**src/rtl/keypad_scanner.sv**
```systemverilog
// 4x3 keypad matrix scanner with frame-based debounce feeding the microwave operator interface.
// Optional KPD_STROBE_EN adds key_strobe, a one-cycle pulse on each fresh key acceptance.
`timescale 1ns/1ps

module keypad_scanner #(
    parameter int SCAN_DIV = 4,
    parameter int DEBOUNCE = 3
) (
    input  logic       clk,
    input  logic       resetn,
    input  logic [2:0] col_n,
    output logic [3:0] row_n,
    output logic [9:0] kbd,
    output logic       startn,
    output logic       clearn,
    output logic       key_valid
`ifdef KPD_STROBE_EN
    ,
    output logic       key_strobe
`endif
);

    localparam int DW_W  = (SCAN_DIV > 1) ? $clog2(SCAN_DIV) : 1;
    localparam int CNT_W = (DEBOUNCE > 0) ? $clog2(DEBOUNCE + 1) : 1;
    localparam logic [DW_W-1:0]  DW_LAST  = DW_W'(SCAN_DIV - 1);
    localparam logic [CNT_W-1:0] CNT_DONE = CNT_W'(DEBOUNCE);

    typedef enum logic [1:0] {
        S_RELEASED,
        S_CANDIDATE,
        S_PRESSED,
        S_RELEASING
    } state_t;

    logic [DW_W-1:0]  r_dwell;
    logic [1:0]       r_row;
    logic [8:0]       r_acc;
    state_t           r_state;
    logic [3:0]       r_cand;
    logic [3:0]       r_held;
    logic [CNT_W-1:0] r_cnt;
    logic [9:0]       r_kbd;
    logic             r_startn;
    logic             r_clearn;
    logic             r_valid;

    logic             w_sample;
    logic             w_frame_end;
    logic [11:0]      w_keys;
    logic [3:0]       w_nkeys;
    logic [3:0]       w_key_idx;
    logic             w_single;
    state_t           w_state_nxt;
    logic [3:0]       w_cand_nxt;
    logic [3:0]       w_held_nxt;
    logic [CNT_W-1:0] w_cnt_nxt;
    logic             w_active_nxt;

    // col_n is only trusted on the last dwell cycle of a row, after the lines have settled.
    assign w_sample    = (r_dwell == DW_LAST);
    assign w_frame_end = w_sample && (r_row == 2'd3);

    // NOTE: synchronous active-low reset; every register, including the sample buffer, is cleared.
    always_ff @(posedge clk) begin
        if (!resetn) begin
            r_dwell <= '0;
            r_row   <= '0;
            r_acc   <= '0;
        end else if (w_sample) begin
            r_dwell <= '0;
            r_row   <= r_row + 2'd1;
            case (r_row)
                2'd0:    r_acc[2:0] <= ~col_n;
                2'd1:    r_acc[5:3] <= ~col_n;
                2'd2:    r_acc[8:6] <= ~col_n;
                default: r_acc      <= r_acc;
            endcase
        end else begin
            r_dwell <= r_dwell + 1'b1;
        end
    end

    assign row_n = ~(4'b0001 << r_row);

    // Row 3 is taken straight from the pins on the frame-end edge; rows 0-2 come from the buffer.
    assign w_keys = {~col_n, r_acc};

    // NOTE: every always_comb output gets a default first so no latch is inferred.
    always_comb begin
        w_nkeys   = '0;
        w_key_idx = '0;
        for (int i = 0; i < 12; i++) begin
            if (w_keys[i]) begin
                w_nkeys   = w_nkeys + 4'd1;
                w_key_idx = 4'(i);
            end
        end
    end

    assign w_single = (w_nkeys == 4'd1);

    always_comb begin
        w_state_nxt = r_state;
        w_cand_nxt  = r_cand;
        w_held_nxt  = r_held;
        w_cnt_nxt   = r_cnt;
        if (w_frame_end) begin
            case (r_state)
                S_RELEASED: begin
                    if (w_single) begin
                        if (DEBOUNCE == 1) begin
                            w_state_nxt = S_PRESSED;
                            w_held_nxt  = w_key_idx;
                        end else begin
                            w_state_nxt = S_CANDIDATE;
                            w_cand_nxt  = w_key_idx;
                            w_cnt_nxt   = CNT_W'(1);
                        end
                    end
                end
                S_CANDIDATE: begin
                    if (w_single && (w_key_idx == r_cand)) begin
                        if (r_cnt + 1'b1 == CNT_DONE) begin
                            w_state_nxt = S_PRESSED;
                            w_held_nxt  = r_cand;
                        end else begin
                            w_cnt_nxt = r_cnt + 1'b1;
                        end
                    end else if (w_single) begin
                        w_cand_nxt = w_key_idx;
                        w_cnt_nxt  = CNT_W'(1);
                    end else begin
                        w_state_nxt = S_RELEASED;
                    end
                end
                S_PRESSED: begin
                    if (!(w_single && (w_key_idx == r_held))) begin
                        if (DEBOUNCE == 1) begin
                            w_state_nxt = S_RELEASED;
                        end else begin
                            w_state_nxt = S_RELEASING;
                            w_cnt_nxt   = CNT_W'(1);
                        end
                    end
                end
                default: begin
                    if (w_single && (w_key_idx == r_held)) begin
                        w_state_nxt = S_PRESSED;
                    end else if (r_cnt + 1'b1 == CNT_DONE) begin
                        w_state_nxt = S_RELEASED;
                    end else begin
                        w_cnt_nxt = r_cnt + 1'b1;
                    end
                end
            endcase
        end
    end

    // A key stays accepted until its release has itself debounced, so RELEASING still drives it.
    assign w_active_nxt = (w_state_nxt == S_PRESSED) || (w_state_nxt == S_RELEASING);

    // NOTE: sequential state uses non-blocking assignments only.
    always_ff @(posedge clk) begin
        if (!resetn) begin
            r_state  <= S_RELEASED;
            r_cand   <= '0;
            r_held   <= '0;
            r_cnt    <= '0;
            r_kbd    <= '0;
            r_startn <= 1'b1;
            r_clearn <= 1'b1;
            r_valid  <= 1'b0;
        end else begin
            r_state  <= w_state_nxt;
            r_cand   <= w_cand_nxt;
            r_held   <= w_held_nxt;
            r_cnt    <= w_cnt_nxt;
            r_kbd    <= '0;
            r_startn <= 1'b1;
            r_clearn <= 1'b1;
            r_valid  <= w_active_nxt;
            if (w_active_nxt) begin
                case (w_held_nxt)
                    4'd9:    r_clearn <= 1'b0;
                    4'd10:   r_kbd    <= 10'd1;
                    4'd11:   r_startn <= 1'b0;
                    default: r_kbd    <= 10'd1 << (w_held_nxt + 4'd1);
                endcase
            end
        end
    end

    assign kbd       = r_kbd;
    assign startn    = r_startn;
    assign clearn    = r_clearn;
    assign key_valid = r_valid;

`ifdef KPD_STROBE_EN
    logic r_strobe;

    // Fires only on a fresh accept, not when a bouncing release falls back into PRESSED.
    always_ff @(posedge clk) begin
        if (!resetn) begin
            r_strobe <= 1'b0;
        end else begin
            r_strobe <= w_frame_end && (w_state_nxt == S_PRESSED) &&
                        ((r_state == S_RELEASED) || (r_state == S_CANDIDATE));
        end
    end

    assign key_strobe = r_strobe;
`endif

endmodule

```
**config.mk**
```make
export PLATFORM = sky130hd
export DESIGN_NAME = keypad_scanner
export DESIGN_NICKNAME = d
export VERILOG_FILES = /design/src/rtl/keypad_scanner.sv
export SDC_FILE = /design/constraint.sdc
export NUM_CORES = 1
export LEC_CHECK = 0
export ABC_AREA = 1
export CORE_UTILIZATION = 45
export CTS_CLUSTER_SIZE = 20
export DETAILED_ROUTE_END_ITERATION = 8
export SLEW_MARGIN = 20
export SYNTH_ARGS = -nofsm -noshare
export SYNTH_HDL_FRONTEND = slang
export SYNTH_SLANG_ARGS = --single-unit
```
**constraint.sdc**
```tcl
create_clock -name clk -period 8.1 [get_ports clk]
set_input_delay 1.62 -clock clk [delete_from_list [all_inputs] [get_ports clk]]
set_output_delay 1.62 -clock clk [all_outputs]
set_load 0.01 [all_outputs]
```
---- After elaboration in Yosys (flattened, before gate mapping) ----
Index checks and enable logic that the tools add are counted.
word-level totals
  logic and storage cells ................. 114
  register bits ........................... 38
cells by class
  bitwise operators ....................... 3
  multiplexer cells ....................... 48
  reduce and logical (&&, ||, !) cells .... 15
  equal/unequal tests ..................... 18
  shifts and indexed selects .............. 2
  add/sub/neg operators ................... 15
operator list
  operator              count
  $mux 4                27
  $add 4x1->4 const B   12
  $mux 2                13
  $pmux 10 s2           1
  $eq 2x2->1 const B    7
  $eq 4x4->1 const B    3
  $pmux 2 s3            2
  $shl 1x4->10 const A  1
  $eq 4x4->1            2
  $pmux 4 s2            1
  $reduce_and 2->1      4
  $add 2x1->2 const B   3
  $reduce_and 3->1      2
  $eq 2x1->1 const B    2
  $eq 4x1->1 const B    1
  $logic_not 2->1       2
  $mux 1                4
  $ne 2x2->1 const B    2
  $not 4->4             1
  $reduce_or 2->1       2
  $shl 1x2->4 const A   1
  $logic_and 1x1->1     3
  $ne 3x1->1 const B    1
  $not 3->3             1
  3 further kinds       3

---- Logic depth before layout (Yosys ltp) ----
Gate-level depths: netlist of the first run.
  depth after elaboration ................. 31
  gate-level depth with buffers ........... 50
  depth with buffers taken out ............ 50

---- Worst setup path before layout of the first run ----
No wires, ideal clock.
  path kind ............................... register -> register
  start point ............................. register r_acc[1]
  end point ............................... register r_kbd[5], in the netlist kbd[5]
  arrival ................................. 6475 ps
  stages on the path, launching flop included .. 47
  path slack .............................. 1560 ps
  data required time ...................... 8036 ps
  path buffers ............................ 1
  clock period less this slack ............ 6540 ps
  cells stage by stage .................... dfxtp_1 inv_1 ha_1 inv_1 nand2_1 nand2_1 ha_1 nand2_1 nand2_1 ha_1 or2_1 nand2_1 inv_1 ha_1 nand2_1 nand2_1 ha_1 or2_2 (+11 left out) inv_1 ha_1 nand2_1 nand2_1 ha_1 or2_2 nand2_2 nand3_2 nor2_4 buf_6 nand3_4 nand2_4 nand2_1 inv_1 ha_1 inv_1 nand4_1 nor2_1
on the way
  longest elaborated chain between the ends .. 29
  elaborated cells between the ends (all ways) .. 58
  classes of those cells .................. add/sub (11); eq/ne (8); shift (1); mux (33); reduce/logical (5)
RTL lines
  element                                          RTL line  text
  start, declared                                  37        logic [8:0] r_acc;
  start signal, assigned                           73        2'd0: r_acc[2:0] <= ~col_n;
  start signal, assigned                           76        default: r_acc <= r_acc;
  $mux 4                                           93        if (w_keys[i]) begin
  $add 4x1->4                                      94        w_nkeys = w_nkeys + 4'd1;
  $mux 4                                           93
  $add 4x1->4                                      94
  $mux 4                                           93
  $add 4x1->4                                      94
  $mux 4                                           93
  $add 4x1->4                                      94
  (+13 left out)                                   n/a
  $eq 4x1->1                                       100       assign w_single = (w_nkeys == 4'd1);
  $logic_and 1x1->1 (tied with other cells)        122       if (w_single && (w_key_idx == r_cand)) begin
  $mux 4 (tied with other cells)                   122
  $mux 4 or $pmux 2 s3 (tied branches)             108       case (r_state)
  $mux 4 or $mux 2 (tied branches)                 107       if (w_frame_end) begin
  $add 4x1->4 (tied with other cells)              187       default: r_kbd <= 10'd1 << (w_held_nxt + 4'd1);
  $shl 1x4->10 (tied with other cells)             187
  $pmux 10 s2 or $reduce_and 2->1 (tied branches)  n/a
  end signal, assigned                             187
  end, declared                                    42        logic [9:0] r_kbd;
Parallel ways exist; a longest one is shown, timed or not.
A chain may end at the register's enable or synchronous reset.

---- Worst setup path after layout of the first run ----
  start point ............................. register r_acc[1]
  end point ............................... register r_kbd[6], in the netlist kbd[6]
Same word-level chain as after synthesis.

==> run_results.csv, run 1 <==
group,metric,value,unit
worst_hold_path,hold_class,"reg -> reg",
sta,tightest_slew,0.573,ns
worst_setup_path,critPathLaunch,"r_acc[1]",
placement,place_hpwl,4.50,mm
sta,worst_slack,0.896,ns
sta,slew_headroom,0.617,
final_layout,drive_above_1_share,0.174,
floorplan,core_region_area,5990,um2
worst_setup_path,path_max_fanout,11,
detailed_routing,route.detailed.drc,0,
synthesis,synth_seq_area_share,0.269,
sta,hold_ws,0.425,ns
final_layout,syn2layout_area_growth,14.0,%
floorplan,dieHeight,81.2,um
worst_setup_path,startpoint_type,"flop",
sta,fin_skew,0.00981,ns
power_and_ir_drop,ir_drop,0.0932,mV
final_layout,n_antenna_cell,0,
detailed_routing,drt_iter0_markers,84,
worst_setup_path,r2r-start,"r_acc[1]",
power_and_ir_drop,power_per_cell_area,138,nW/um2
floorplan,dieWidth,81.2,um
synthesis,yosysWarnings,0,
worst_setup_path,cp-end-kind,"flop",
clocking,cts_tree,"built",
sta,setup_viol,0,
synthesis,avgSynthCellArea,6.78,um2
floorplan,num_rows,28,
detailed_routing,wl_met1,2.65,mm
detailed_routing,dr_wl_met2,2.71,mm
worst_setup_path,cp.required,8.33,ns
worst_setup_path,cp.arrival,7.44,ns
clocking,cts-root-buf,"clkbuf_8",
global_routing,grt.total_usage,0.188,
synthesis,synthDistinctLibCells,36,
global_routing,first_global_vias,2377,
detailed_routing,drtAntennaViolNets,0,
final_layout,n_fill_cell,595,
global_routing,grt_pass1_wl,9.84,mm
sta,setup_tns,0,ns
final_layout,multiInputGateArea,1770,um2
placement,dp_slack,0.910,ns
final_layout,seq_area,761,um2
clocking,clockBufferDepth,2,
clocking,cts_resized,0,
placement,portBuffers,21,
detailed_routing,viasPerCell,4.91,
power_and_ir_drop,cellLeakagePower,1.63,nW
clocking,numCtsBuffers,5,
worst_setup_path,crit_top_cell,"nand2_1",
detailed_routing,drtPass1Iterations,4,
detailed_routing,vias,2545,
detailed_routing,wl_per_cell,10.7,um
clocking,post_cts_buffers,0,
final_layout,layout_common_cells,"nand2_1, inv_1, dfxtp_1",
final_layout,final_common_cell,"nand2_1",
power_and_ir_drop,finalPower,446,uW
synthesis,syn_nets,441,
synthesis,syn-instance-count,417,
floorplan,die_area,6600,um2
detailed_routing,met3_length,99,um
clocking,htreeDepth,2,
clocking,clk_pin_slew,0.08,ns
global_routing,antenna_found_initial,0,
sta,fin_crit_sh,0.889,
final_layout,nNetsFinal,466,
sta,hold_viol,0,
synthesis,ys_seq_elements,38,
clocking,insertion_delay,0.29,ns
worst_setup_path,critPathKind,"reg -> reg",
placement,gp_congestion,0.793,
sta,slew_viol_final,0,
worst_setup_path,max_stage_delay,0.34,ns
sta,rsz0062_at_grt,"no",
global_routing,grt_max_degree,20,
synthesis,synthesis.area,2830,um2
floorplan,io_pins,22,
clocking,clock_sinks,38,
detailed_routing,highest-signal-layer,"met4",
detailed_routing,wl,5.55,mm
sta,finalCriticalPeriod,7.20,ns
worst_setup_path,slowest_stage,"ha_1",
clocking,hold_buffers,0,
run,drv_cap,0,
worst_hold_path,hold_start,"r_dwell[0]",
sta,fmax,139,MHz
status,status,"complete, no violations",
floorplan,initial_utilization,0.472,
global_routing,grt_overflow,0,
## critical path, delay by kind of cell, from the launching register on
kind	cells	cell delay (ns)
simple gates	28	3.40
fa+ha+maj	11	2.99
buf+inv	7	0.41
flops	1	0.33
## cell usage after synthesis
cell type  instances  area, um2
nand2_1          102        383
inv_1             61        229
dfxtp_1           38        761
nand3_1           30        150
nor2_1            27        101
nand2_2           25        156
o21ai_0           21        105
a21oi_1           20        100
ha_1              19        238
nand3_2           11        110
inv_2             10       37.5
nand2_4            8       90.1
or2_2              5       31.3
xor2_1             5       43.8
nand3b_1           4       30.0
nand4_1            4       25.0
nor3_1             3       15.0
a21oi_2            2       17.5
a31oi_1            2       12.5
nand3_4            2       35.0
nor2_4             2       22.5
nor4_1             2       12.5
a211oi_1           1       7.51
a21boi_0           1       7.51
and3_1             1       6.26
buf_1              1       3.75
buf_6              1       11.3
clkbuf_1           1       3.75
clkinv_2           1       5.00
nand4_2            1       12.5
nor2_2             1       6.26
nor2_8             1       20.0
nor4_2             1       12.5
o2111ai_1          1       8.76
o31ai_1            1       7.51
or2_1              1       6.26
## sequential cells by signal, summed over array words and instances (netlist names), 2 cells and up
register / count
kbd: 10
r_acc: 9
r_cand: 4
r_cnt: 2
r_dwell: 2
r_held: 4
r_row: 2
r_state: 2
## cells by family after synthesis
family,share of synthesized area
simple gates,0.434
buf+inv,0.103
compound gates,0.0943
flops,0.269
fa+ha+maj,0.0841
xor+xnor,0.0155
## metal layers
metal | vias to the layer above | track usage
met5 | - | 0
met4 | 0 | 0.0589
met3 | 7 | 0.0270
met2 | 20 | 0.355
met1 | 1147 | 0.215
li1 | 1371 | -
## power breakdown
group          leakage [nW]  switching [mW]  internal (mW)  total [mW]
Sequential            0.307         0.00229          0.190       0.192
Clock                0.0514          0.0665         0.0919       0.158
Combinational          1.27          0.0604         0.0346      0.0951
Total                  1.63           0.129          0.317       0.446
## area by class of cell
class	count	share of cell area
Clock inverter	2	0.0117
Multi-Input combinational cell	304	0.551
Timing Repair Buffer	21	0.0653
Sequential cell	38	0.236
Inverter	72	0.0843
Clock buffer	6	0.0225
Tap cell	75	0.0291
## path summary, 6_finish.rpt
check               endpoint  slack (ns)  cells past startpoint
setup / recovery      kbd[6]        0.90                     46
hold / removal    r_dwell[0]        0.43                      1
setup reg to reg      kbd[6]        0.90                     46
hold reg to reg   r_dwell[0]        0.43                      1
## metrics by stage
step                      instance area (um2)  std cells   util
after floorplan                          2830        417      -
after global placement                   3110        510  0.519
after detailed placement                 3110        510  0.519
after CTS                                3220        518  0.538
after global routing                     3220        518  0.538
final                                    3220        518  0.538
(Power assumes the default switching activity.)
==> inputs of run 2 (changes only) <==
--- a/config.mk
+++ b/config.mk
@@ -9,6 +9,7 @@
 export CORE_UTILIZATION = 45
 export CTS_CLUSTER_SIZE = 20
 export DETAILED_ROUTE_END_ITERATION = 8
+export PLACE_DENSITY = 0.75
 export SLEW_MARGIN = 20
 export SYNTH_ARGS = -nofsm -noshare
 export SYNTH_HDL_FRONTEND = slang
==> constraint.sdc (replaced) <==
create_clock -name clk -period 7 [get_ports clk]
set_input_delay 1.4 -clock clk [delete_from_list [all_inputs] [get_ports clk]]
set_output_delay 1.4 -clock clk [all_outputs]
set_load 0.01 [all_outputs]
==> run 2 against run 1 <==
Combinational power grew 40%; clock power is 44% higher; global-route usage increased by 0.55 points; first-iteration DRC count decreased by 31%; setup slack lost 0.52 ns; sequential power increased by 16%; final area grew 5.4%.
==> run_results.csv, run 2 (synthesis results as in run 1) <==
group,metric,value,unit
final_layout,drive_above_1_share,0.220,
placement,dp_cells,511,
clocking,clockBufferDepth,2,
global_routing,grt_use_met1,0.217,
placement,gp_congestion,0.837,
clocking,clk_pin_slew,0.07,ns
worst_hold_path,hold_start,"r_dwell[0]",
clocking,numCtsBuffers,5,
placement,place_area,3120,um2
clocking,clock_sinks,38,
clocking,htreeDepth,2,
sta,hold_ws,0.432,ns
worst_hold_path,whs_path_depth,1,
worst_setup_path,cp-end-kind,"flop",
detailed_routing,viasPerCell,4.98,
worst_setup_path,slowest_stage,"dfxtp_2",
detailed_routing,drt_iter0_markers,58,
floorplan,dieHeight,81.2,um
worst_hold_path,hold_class,"reg -> reg",
detailed_routing,route.detailed.drc,0,
sta,fmax,151,MHz
sta,setup_viol,0,
worst_setup_path,r2r_end,"kbd[6]",
power_and_ir_drop,cellLeakagePower,1.70,nW
sta,fin_crit_sh,0.947,
worst_setup_path,reg2reg_depth,45,
final_layout,final_common_cell,"nand2_1",
placement,portBuffers,21,
worst_hold_path,min_to,"r_dwell[0]",
worst_setup_path,cp.arrival,6.86,ns
sta,tightest_slew,0.578,ns
floorplan,num_rows,28,
power_and_ir_drop,ir_drop,0.105,mV
detailed_routing,vias,2607,
worst_setup_path,max_stage_delay,0.33,ns
worst_setup_path,critPathKind,"reg -> reg",
global_routing,grt_max_degree,20,
detailed_routing,drtPass1Iterations,4,
clocking,cts_tree,"built",
worst_setup_path,crit_top_cell,"nand2_1",
global_routing,grt_overflow,0,
worst_setup_path,path_max_fanout,4,
global_routing,busiest_layer,"met2",
clocking,cts-root-buf,"clkbuf_8",
global_routing,use_met3,0.0281,
run,drv_cap,0,
sta,finalCriticalPeriod,6.63,ns
global_routing,grt_pass1_wl,10.0,mm
detailed_routing,drtAntennaViolNets,0,
worst_setup_path,r2r-start,"r_acc[0]",
clocking,insertion_delay,0.29,ns
floorplan,die_area,6600,um2
worst_setup_path,startpoint_type,"flop",
detailed_routing,wl,5.85,mm
final_layout,layout_common_cells,"nand2_1, inv_1, dfxtp_1",
global_routing,grt.total_usage,0.194,
sta,slew_viol_final,0,
global_routing,grt_use_met2,0.366,
status,status,"complete, no violations",
floorplan,dieWidth,81.2,um
global_routing,antenna_found_initial,0,
floorplan,io_pins,22,
final_layout,syn2layout_area_growth,20.2,%
power_and_ir_drop,power_per_cell_area,172,nW/um2
final_layout,instances_no_fill,524,
sta,slew_headroom,0.613,
worst_setup_path,r2r_slack,0.37,ns
placement,place_hpwl,4.42,mm
final_layout,post-route-cell-area,3390,um2
worst_setup_path,cp.required,7.23,ns
final_layout,nNetsFinal,472,
final_layout,n_antenna_cell,0,
floorplan,initial_utilization,0.472,
sta,hold_viol,0,
sta,fin_skew,0.00513,ns
floorplan,core_region_area,5990,um2
detailed_routing,wl_per_cell,11.2,um
global_routing,first_global_vias,2421,
final_layout,largest_register_ffs,10,
[run 2: worst max-delay path by stage]
stage          cells after the start  slack, ns     start  endpoint
5_1_grt                           47     -0.006  r_acc[0]    kbd[4]
2_1_floorplan                     46       0.46  r_acc[1]    kbd[5]
3_3_place_gp                      46       0.14  r_acc[1]    kbd[5]
4_1_cts                           46      0.005  r_acc[1]    kbd[5]
6_report                          45       0.37  r_acc[0]    kbd[6]
3_5_place_dp                      46     -0.006  r_acc[1]    kbd[6]
[run 2: per-layer routing]
metal | up-vias | part of all wire
li1 | 1390 | -
met1 | 1181 | 0.45
met2 | 29 | 0.51
met3 | 7 | 0.023
met4 | 0 | 0.013
met5 | - | 0
[run 2: area by class of cell]
| cell class | instances | area [um2] |
|---|---|---|
| Clock inverter | 2 | 60.1 |
| Tap cell | 75 | 93.8 |
| Multi-Input combinational cell | 304 | 1860 |
| Clock buffer | 6 | 82.6 |
| Inverter | 72 | 272 |
| Timing Repair Buffer | 27 | 268 |
| Fill cell | 567 | 2600 |
| Sequential cell | 38 | 763 |
[run 2: metrics by stage]
step | utilization | power, mW | setup slack, ns | setup TNS, ns
after CTS | 0.553 | 0.579 | 0.00473 | 0
final | 0.567 | 0.584 | 0.374 | 0
after global routing | 0.567 | 0.615 | -0.00649 | -0.00868
after global placement | 0.520 | 0.337 | 0.143 | 0
after detailed placement | 0.520 | 0.341 | -0.00589 | -0.00708
after floorplan | - | 0.320 | 0.460 | 0
[run 2: critical path: cells and delay by family (launching register included)]
family,cells,cell delay [ns]
buf+inv,8,0.55
simple gates,26,2.77
fa+ha+maj,11,2.91
flops,1,0.33
[run 2: report_power, final]
group | leakage (nW) | total (mW) | internal [mW] | switching [mW]
Clock | 0.0714 | 0.228 | 0.152 | 0.0764
Combinational | 1.32 | 0.133 | 0.0552 | 0.0779
Sequential | 0.308 | 0.223 | 0.220 | 0.00285
Total | 1.70 | 0.584 | 0.427 | 0.157
[run 2: timing repair]
item	in CTS	in global routing
endpoints found under the setup margin	3	24
buffers inserted	1	4
hold buffers	0	0
pin swaps	3	9
gates resized for setup	5	15
